===== src/rtl/synth_bus_pkg.sv =====
// Types and constants shared by everything that drives the synth_engine parameter bus.
package synth_bus_pkg;

    typedef enum logic [1:0] {IDLE, SETUP, STROBE, DONE} arb_state_t;
    typedef enum logic {OWN_MIDI, OWN_CPU} bus_owner_t;

    // Bit positions inside the one-hot select vector {com, m2, m1, osc, env}.
    localparam int SEL_ENV = 0;
    localparam int SEL_OSC = 1;
    localparam int SEL_M1  = 2;
    localparam int SEL_M2  = 3;
    localparam int SEL_COM = 4;

    function automatic logic sel_valid(input logic [4:0] s);
        return $onehot(s);
    endfunction

endpackage


===== src/rtl/utils.sv =====
// Shared elaboration-time helpers used across the synth codebase.
package utils;

    // Number of bits needed to encode values 0 .. value-1.
    function automatic int clogb2(input int value);
        int v;
        int r;
        v = value - 1;
        r = 0;
        while (v > 0) begin
            r = r + 1;
            v = v >> 1;
        end
        return r;
    endfunction

endpackage


===== src/rtl/param_req_port.sv =====
// One requester's side of the parameter bus: fields latched at grant, ack/err
// generation and a read-data register held until that requester's next ack.
module param_req_port
    import synth_bus_pkg::*;
(
    input  logic       clk,
    input  logic       reset,
    input  logic       grant,
    input  logic       done,
    input  logic       capture,
    input  logic       req_wr,
    input  logic [6:0] req_adr,
    input  logic [4:0] req_sel,
    input  logic       req_syx,
    input  logic [7:0] req_wdata,
    input  logic [7:0] bus_rdata,
    output logic       lat_wr,
    output logic [6:0] lat_adr,
    output logic [4:0] lat_sel,
    output logic       lat_syx,
    output logic [7:0] lat_wdata,
    output logic       sel_ok,
    output logic       ack,
    output logic       err,
    output logic [7:0] rdata_q
);

    always_ff @(posedge clk) begin
        if (reset) begin
            lat_wr    <= 1'b0;
            lat_adr   <= '0;
            lat_sel   <= '0;
            lat_syx   <= 1'b0;
            lat_wdata <= '0;
            rdata_q   <= '0;
        end else begin
            if (grant) begin
                lat_wr    <= req_wr;
                lat_adr   <= req_adr;
                lat_sel   <= req_sel;
                lat_syx   <= req_syx;
                lat_wdata <= req_wdata;
            end
            if (capture) begin
                rdata_q <= bus_rdata;
            end
        end
    end

    assign sel_ok = sel_valid(lat_sel);
    assign ack    = done;
    assign err    = done & ~sel_ok;

endmodule


===== src/rtl/param_bus_arbiter.sv =====
// Shares the synth_engine parameter bus between the MIDI decoder and the CPU port
// with a fixed SETUP / STROBE / DONE access sequence and bounded MIDI bursts.
module param_bus_arbiter
    import synth_bus_pkg::*;
#(
    parameter int ACCESS_CYCLES  = 4,
    parameter int MAX_MIDI_BURST = 4
) (
    input  logic       clk,
    input  logic       reset,
    // Handshake: a requester raises req with stable fields and keeps them until
    // its one-cycle ack; fields are captured at grant, so a dropped req still
    // completes. Holding req across ack re-requests in the following IDLE cycle.
    input  logic       m_req,
    input  logic       m_wr,
    input  logic [6:0] m_adr,
    input  logic [4:0] m_sel,
    input  logic       m_syx,
    input  logic [7:0] m_wdata,
    output logic       m_ack,
    output logic       m_err,
    output logic [7:0] m_rdata,
    input  logic       c_req,
    input  logic       c_wr,
    input  logic [6:0] c_adr,
    input  logic [4:0] c_sel,
    input  logic       c_syx,
    input  logic [7:0] c_wdata,
    output logic       c_ack,
    output logic       c_err,
    output logic [7:0] c_rdata,
    output logic [6:0] adr,
    output logic [4:0] sel,
    output logic       write,
    output logic       read,
    output logic       sysex_data_patch_send,
    output logic [7:0] wdata,
    input  logic [7:0] rdata,
    output logic       owner,
    output logic       busy,
    output logic [1:0] dbg_state
);

    localparam int BW = utils::clogb2(MAX_MIDI_BURST + 1);

    arb_state_t state_q, state_d;
    bus_owner_t owner_q;
    logic [3:0]    cnt_q;
    logic [BW-1:0] burst_q;
    logic          grant_m, grant_c, last_strobe, strobe, is_cpu;

    logic       m_lat_wr, c_lat_wr, m_lat_syx, c_lat_syx, m_ok, c_ok;
    logic [6:0] m_lat_adr, c_lat_adr;
    logic [4:0] m_lat_sel, c_lat_sel;
    logic [7:0] m_lat_wdata, c_lat_wdata;
    logic       cur_wr, cur_ok;

    // MIDI has priority until it has used up its burst allowance against a waiting CPU.
    assign grant_m     = (state_q == IDLE) && m_req &&
                         !(c_req && (burst_q == BW'(MAX_MIDI_BURST)));
    assign grant_c     = (state_q == IDLE) && c_req && !grant_m;
    assign is_cpu      = (owner_q == OWN_CPU);
    assign strobe      = (state_q == STROBE);
    assign last_strobe = strobe && (cnt_q == 4'(ACCESS_CYCLES - 1));
    assign cur_wr      = is_cpu ? c_lat_wr : m_lat_wr;
    assign cur_ok      = is_cpu ? c_ok : m_ok;

    always_comb begin
        state_d = state_q;
        case (state_q)
            IDLE:    if (grant_m || grant_c) state_d = SETUP;
            SETUP:   state_d = cur_ok ? STROBE : DONE;
            STROBE:  if (last_strobe) state_d = DONE;
            DONE:    state_d = IDLE;
            default: state_d = IDLE;
        endcase
    end

    always_ff @(posedge clk) begin
        if (reset) begin
            state_q <= IDLE;
            owner_q <= OWN_MIDI;
            cnt_q   <= '0;
            burst_q <= '0;
        end else begin
            state_q <= state_d;
            if (grant_m) owner_q <= OWN_MIDI;
            if (grant_c) owner_q <= OWN_CPU;
            cnt_q <= strobe ? cnt_q + 4'd1 : 4'd0;
            if (state_q == IDLE) begin
                if (grant_c || !c_req) begin
                    burst_q <= '0;
                end else if (grant_m && (burst_q != BW'(MAX_MIDI_BURST))) begin
                    burst_q <= burst_q + 1'b1;
                end
            end
        end
    end

    param_req_port u_midi_port (
        .clk       (clk),
        .reset     (reset),
        .grant     (grant_m),
        .done      ((state_q == DONE) && !is_cpu),
        .capture   (last_strobe && !cur_wr && !is_cpu),
        .req_wr    (m_wr),
        .req_adr   (m_adr),
        .req_sel   (m_sel),
        .req_syx   (m_syx),
        .req_wdata (m_wdata),
        .bus_rdata (rdata),
        .lat_wr    (m_lat_wr),
        .lat_adr   (m_lat_adr),
        .lat_sel   (m_lat_sel),
        .lat_syx   (m_lat_syx),
        .lat_wdata (m_lat_wdata),
        .sel_ok    (m_ok),
        .ack       (m_ack),
        .err       (m_err),
        .rdata_q   (m_rdata)
    );

    param_req_port u_cpu_port (
        .clk       (clk),
        .reset     (reset),
        .grant     (grant_c),
        .done      ((state_q == DONE) && is_cpu),
        .capture   (last_strobe && !cur_wr && is_cpu),
        .req_wr    (c_wr),
        .req_adr   (c_adr),
        .req_sel   (c_sel),
        .req_syx   (c_syx),
        .req_wdata (c_wdata),
        .bus_rdata (rdata),
        .lat_wr    (c_lat_wr),
        .lat_adr   (c_lat_adr),
        .lat_sel   (c_lat_sel),
        .lat_syx   (c_lat_syx),
        .lat_wdata (c_lat_wdata),
        .sel_ok    (c_ok),
        .ack       (c_ack),
        .err       (c_err),
        .rdata_q   (c_rdata)
    );

    // Bus fields are forced to zero whenever no transaction is in flight.
    assign busy                  = (state_q != IDLE);
    assign owner                 = busy && is_cpu;
    assign adr                   = busy ? (is_cpu ? c_lat_adr : m_lat_adr) : '0;
    assign sel                   = busy ? (is_cpu ? c_lat_sel : m_lat_sel) : '0;
    assign wdata                 = busy ? (is_cpu ? c_lat_wdata : m_lat_wdata) : '0;
    assign sysex_data_patch_send = busy && (is_cpu ? c_lat_syx : m_lat_syx);
    assign write                 = strobe && cur_wr;
    assign read                  = strobe && !cur_wr;
    assign dbg_state             = state_q;

endmodule


===== config.mk =====
export PLATFORM = sky130hd
export DESIGN_NAME = param_bus_arbiter
export DESIGN_NICKNAME = d
export VERILOG_FILES = /design/src/rtl/synth_bus_pkg.sv /design/src/rtl/utils.sv /design/src/rtl/param_req_port.sv /design/src/rtl/param_bus_arbiter.sv
export SDC_FILE = /design/constraint.sdc
export NUM_CORES = 1
export LEC_CHECK = 0
export CORE_UTILIZATION = 30
export DETAILED_ROUTE_END_ITERATION = 10
export PLACE_DENSITY = 0.55
export SLEW_MARGIN = 30
export SYNTH_ARGS = -nofsm -noshare
export SYNTH_HDL_FRONTEND = slang
export SYNTH_SLANG_ARGS = --single-unit

===== constraint.sdc =====
create_clock -name clk -period 2.75 [get_ports clk]
set_input_delay 0.275 -clock clk [delete_from_list [all_inputs] [get_ports clk]]
set_output_delay 0.275 -clock clk [all_outputs]
set_load 0.03 [all_outputs]

==> results.cfg, run 1 <==
[cts]
cts_made_buffers = 9
cts.sinks = 70
insertion_delay_ns = 0.33
htree_levels = 3
cts_root_buf = clkbuf_16
clock_path_buffers = 2
tritoncts = built
path_clk_slew_ns = 0.05

[global_route]
antenna_found_initial = 0
use_met3_pct = 3.23
grt_max_degree = 42
grt_pass1_wl_um = 15900
grt.met2_usage_pct = 28.6
overflow = 0
use_met1_pct = 22.5
grt-busiest-layer = met2
first_global_vias = 3183
grt_usage_pct = 17.3

[detailed_routing]
firstDrtPassIters = 4
routed_wl_um = 9790
post_drt_wl_per_cell_um = 15.4
drc = 0
vias_per_cell = 4.91
num_vias = 3123
postRouteAntennaNets = 0
drt_iter0_drc = 88

[placed_design]
gp_congestion = 0.772
io_buffers = 102
post-dp-hpwl_um = 6840
post-place-ws_ns = 0.0981

[floorplanning]
rows = 38
io_pins = 103
core_area_mm2 = 0.0110
die_x_um = 109
start_util_pct = 31.3
dieArea_mm2 = 0.0119
die_h_um = 109

[synthesis]
synth_top_area_cell = dfxtp_1
synth-edff-count = 0
syn_nets = 472
syn_area_mm2 = 0.00343
synth-seq-cells = 70
seq_area_frac_synth_pct = 40.8
yosys-top-cells-area = dfxtp_1 41%, mux2i_1 11%, a21oi_1 6.9%
syn-instance-count = 401
synth.top_cell.area_share_pct = 40.8
synthArstFlopShare_pct = 0
ys_warn_count = 0
yosys.cell_types.count = 36
synth.avg_cell_area_um2 = 8.56
synthFlopType = dfxtp_1

[critical_path]
r2r_cells = 7
end_kind = output pin
cpPeakStageDelay_ns = 0.49
criticalPathCategory = register to output pin
start_kind = register
required_ns = 2.48
critPathMaxFanout = 3
path_cells = ha_1 -> inv_1 -> fa_1 -> fa_1 -> nand3b_1 -> and2_1 -> clkbuf_2
cpMaxStageDelayCell = fa_1
crit_top_cell = fa_1
critPathArrivalTime_ns = 2.29

[sta]
period_needed_ns = 2.56
slew_headroom_pct = 44.8
report.final.slew_viol_count = 0
fmax_mhz = 390
tns_ns = 0
setup-violations-final = 0
rsz0062_at_grt = no
min_period_over_period_pct = 93.1
fin_ws_ns = 0.189
hold_slack_ns = 0.447
worst_pin_slew_ns = 0.827
finalHoldViolations = 0
fin_skew_ns = 0.00410

[layout]
multi_input_area_mm2 = 0.00183
area_growth_pct = 41.7
ff_latch_area_mm2 = 0.00140
fillers = 1091
layout-drive-gt1-share_pct = 6.65
nNetsFinal = 562
final_util_pct = 44.3
antennaDiodeCount = 0

[run]
maxCapViolCount = 0

[worst_hold_path]
worstHoldPathType = register to register
hold_depth = 1

[pwr]
power_leakage_nw = 1.76
powerDensity_mw_per_mm2 = 753
vdd_drop_max_mv = 0.332

[outcome]
status = complete, no violations
[report_power, final]
part	internal [W]	switching [W]	total [W]
Sequential	0.00112	0.0000740	0.00120
Combinational	0.000477	0.000753	0.00123
Clock	0.000816	0.000421	0.00124
Total	0.00242	0.00125	0.00366
[cells by family (layout without fill, tap and decap cells)]
family	count (synthesis)	in the layout	synth area share (%)
adders and majority gates	15	15	6.34
AOI/OAI and AO/OA	101	101	15.6
xor gates and xnor gates	2	2	0.510
DFF	70	70	40.8
and+or+nand+nor	123	123	19.4
muxes	39	39	11.4
buffers and inverters	51	146	6.01
[timing repair]
| item | 4_1_cts | 5_1_grt |
|---|---|---|
| buffers inserted | 0 | 0 |
| endpoints found under the setup margin | 2 | 2 |
| hold buffers | 0 | 0 |
| gates resized for setup | 3 | 3 |
[per-layer routing]
layer | up-vias | part of all wire (%) | routed length (um)
met5 | - | 0 | 0
met4 | 0 | 1.1 | 106
met3 | 7 | 4.4 | 426
met2 | 64 | 49 | 4760
met1 | 1486 | 46 | 4500
li1 | 1566 | - | -
[cell usage after synthesis (4+ instances only)]
| cell | number |
|---|---|
| inv_1 | 18 |
| mux2i_1 | 39 |
| o21ai_0 | 45 |
| nand2b_1 | 27 |
| nand2_1 | 5 |
| ha_1 | 11 |
| a21oi_1 | 47 |
| and2_1 | 5 |
| clkbuf_1 | 26 |
| nand3_1 | 46 |
| buf_2 | 5 |
| fa_1 | 4 |
| dfxtp_1 | 70 |
| nor2_1 | 29 |
[critical path, delay by kind of cell (launching register included)]
kind / cells / cell delay [ns]
adders and majority gates: 3 / 1.16
buffers and inverters: 2 / 0.22
DFF: 1 / 0.32
and+or+nand+nor: 2 / 0.25
[cells in the final DEF (no fill, tap or decap), types with 2 or more instances in the layout]
| master | count |
|---|---|
| clkbuf_2 | 2 |
| inv_1 | 18 |
| a21oi_1 | 47 |
| bufinv_16 | 2 |
| clkbuf_1 | 2 |
| nand3_1 | 46 |
| clkinv_2 | 2 |
| fa_1 | 4 |
| buf_4 | 11 |
| nand2b_1 | 27 |
| ha_1 | 11 |
| nor2_1 | 29 |
| nand4_1 | 2 |
| o21ai_0 | 45 |
| a221oi_1 | 2 |
| clkdlybuf4s50_1 | 98 |
| clkbuf_16 | 9 |
| and2_1 | 4 |
| mux2i_1 | 39 |
| dfxtp_1 | 70 |
| nand2_1 | 5 |
[metrics by stage]
| stage | power [W] | cells | cell area [um2] |
|---|---|---|---|
| final | 0.00366 | 636 | 4870 |
| after global routing | 0.00388 | 636 | 4870 |
| after CTS | 0.00369 | 636 | 4870 |
| after detailed placement | 0.00245 | 620 | 4560 |
| after global placement | 0.00244 | 620 | 4560 |
| after floorplan | 0.00200 | 401 | 3430 |
[area by class of cell]
cell class	instances	area share, %
Multi-Input combinational cell	280	37.5
Sequential cell	70	28.8
Timing Repair Buffer	112	22.2
Clock buffer	12	5.07
Tap cell	140	3.60
Clock inverter	4	1.44
Inverter	18	1.39
[registers in the layout, indices dropped and copies added (netlist names)]
register	flops
u_cpu_port.lat_wdata	8
u_cpu_port.rdata_q	8
u_midi_port.lat_wdata	8
u_midi_port.rdata_q	8
u_cpu_port.lat_adr	7
u_midi_port.lat_adr	7
u_cpu_port.lat_sel	5
u_midi_port.lat_sel	5
cnt_q	4
burst_q	3
dbg_state	2
is_cpu	1
u_cpu_port.lat_syx	1
u_cpu_port.lat_wr	1
u_midi_port.lat_syx	1
u_midi_port.lat_wr	1
[path summary, 6_finish.rpt]
| path | slack [ns] | to | from |
|---|---|---|---|
| max | 0.19 | c_err | u_cpu_port.lat_sel[2]$_SDFFE_PP0P_ |
| min | 0.45 | cnt_q[0]$_SDFF_PP0_ | cnt_q[0]$_SDFF_PP0_ |
| max reg2reg | 0.42 | dbg_state[0]$_SDFFE_PP0P_ | u_midi_port.lat_sel[2]$_SDFFE_PP0P_ |
| min reg2reg | 0.45 | cnt_q[0]$_SDFF_PP0_ | cnt_q[0]$_SDFF_PP0_ |
No activity file was read; power rests on OpenSTA's default activity.
==> run 2: changes to the inputs <==
- PLACE_DENSITY: 0.55 -> 0.53
==> run 2 against run 1 <==
Worst hold slack got worse by 0.0058 ns. Critical endpoint unchanged. Critical path depth unchanged. Sequential power about the same. Setup slack lost 0.013 ns.
==> results.cfg, run 2 (synthesis results as in run 1) <==
[cts]
tritoncts = built
cts.sinks = 70
clock_path_buffers = 2
cts_made_buffers = 9
htree_levels = 3
cts-hold-fix-buffers = 0
path_clk_slew_ns = 0.06
cts_root_buf = clkbuf_16
insertion_delay_ns = 0.32
post_cts_buffers = 0

[sta]
min_period_over_period_pct = 93.6
report.final.slew_viol_count = 0
rsz0062_at_grt = no
tns_ns = 0
fmax_mhz = 388
worst_pin_slew_ns = 0.772
setup-violations-final = 0
finalHoldViolations = 0
fin_skew_ns = 0.00688
period_needed_ns = 2.57
slew_headroom_pct = 48.1

[detailed_routing]
drt_iter0_drc = 153
postRouteAntennaNets = 0
vias_per_cell = 4.88
drc = 0
wl_met3_um = 563
post_drt_wl_per_cell_um = 15.6
top_layer = met4
num_vias = 3098
routed_wl_um = 9900
firstDrtPassIters = 4
wl_met2_um = 4750
drt-met1-wl_um = 4480

[layout]
area_growth_pct = 41.9
ff_latch_area_mm2 = 0.00140
fin_area_mm2 = 0.00487
final_common_cell = clkdlybuf4s50_1
nNetsFinal = 561
fillers = 1094
antennaDiodeCount = 0
most-common-layout-cells = 98 x clkdlybuf4s50_1, 70 x dfxtp_1, 47 x a21oi_1
layout-drive-gt1-share_pct = 6.26
multi_input_area_mm2 = 0.00183

[floorplanning]
dieArea_mm2 = 0.0119
die_h_um = 109
core_area_mm2 = 0.0110
rows = 38
die_x_um = 109
io_pins = 103
start_util_pct = 31.3

[critical_path]
critPathMaxFanout = 3
end_kind = output pin
r2r_cells = 7
criticalPathCategory = register to output pin
critPathArrivalTime_ns = 2.30
required_ns = 2.48
start_kind = register

[global_route]
first_global_vias = 3127
grt_max_degree = 60
antenna_found_initial = 0
grt_pass1_wl_um = 15700
overflow = 0
grt_usage_pct = 17.3

[placed_design]
io_buffers = 102
post-dp-hpwl_um = 6850
gp_congestion = 0.794
placed_area_mm2 = 0.00456

[outcome]
status = complete, no violations

[run]
maxCapViolCount = 0

[worst_hold_path]
worstHoldPathType = input pin to register
hold_depth = 2

[pwr]
power_leakage_nw = 1.76
powerDensity_mw_per_mm2 = 758
vdd_drop_max_mv = 0.399
run 2: layer usage:
layer | vias to the layer above | GRT usage (%)
met5 | - | 0
met4 | 0 | 5.12
met3 | 10 | 4.06
met2 | 90 | 27.6
met1 | 1441 | 23.2
li1 | 1557 | -
run 2: timing repair:
item                       CTS  global route
setup endpoints to repair    2             2
gates resized for setup      3             3
pin swaps                    0             0
hold endpoints to repair     0             0
cloned                       0             0
run 2: worst max-delay path, stage by stage, from the launching register on:
cell	delay (ns)
dfxtp_1	0.32
ha_1	0.27
inv_1	0.05
fa_1	0.40
fa_1	0.49
nand3b_1	0.10
and2_1	0.17
clkbuf_2	0.17
run 2: where the power goes:
part | switching [W] | leakage [nW] | total (W) | internal [W]
Clock | 0.000419 | 0.157 | 0.00124 | 0.000816
Sequential | 0.0000684 | 0.569 | 0.00119 | 0.00112
Combinational | 0.000768 | 1.03 | 0.00127 | 0.000499
run 2: area by class of cell:
class	instances	share of cell area [%]
multi-input cells	280	37.5
flip-flops and latches	70	28.8
repair buffers	111	22.3
clock buffers	12	5.06
well taps	140	3.60
clock inverters	4	1.44
inverters	18	1.39
run 2: per-stage QoR:
stage          util [%]  hold WS (ns)  setup WS [ns]  power, W  cells
3_5_place_dp       41.5         0.434         0.0980   0.00249    619
4_1_cts            44.4         0.447        0.00467   0.00373    635
5_1_grt            44.4         0.478         0.0714   0.00389    635
2_1_floorplan         -         0.418          0.560   0.00200    401
6_report           44.4         0.441          0.176   0.00369    635
3_3_place_gp       41.5         0.431          0.110   0.00249    619
run 2: worst paths after layout:
check                              end  slack [ns]                           startpoint
min            burst_q[1]$_SDFFE_PP0P_        0.44                                reset
max reg2reg  dbg_state[0]$_SDFFE_PP0P_        0.44  u_midi_port.lat_sel[2]$_SDFFE_PP0P_
max                              c_err        0.18   u_cpu_port.lat_sel[2]$_SDFFE_PP0P_
min reg2reg        cnt_q[0]$_SDFF_PP0_        0.44                  cnt_q[0]$_SDFF_PP0_
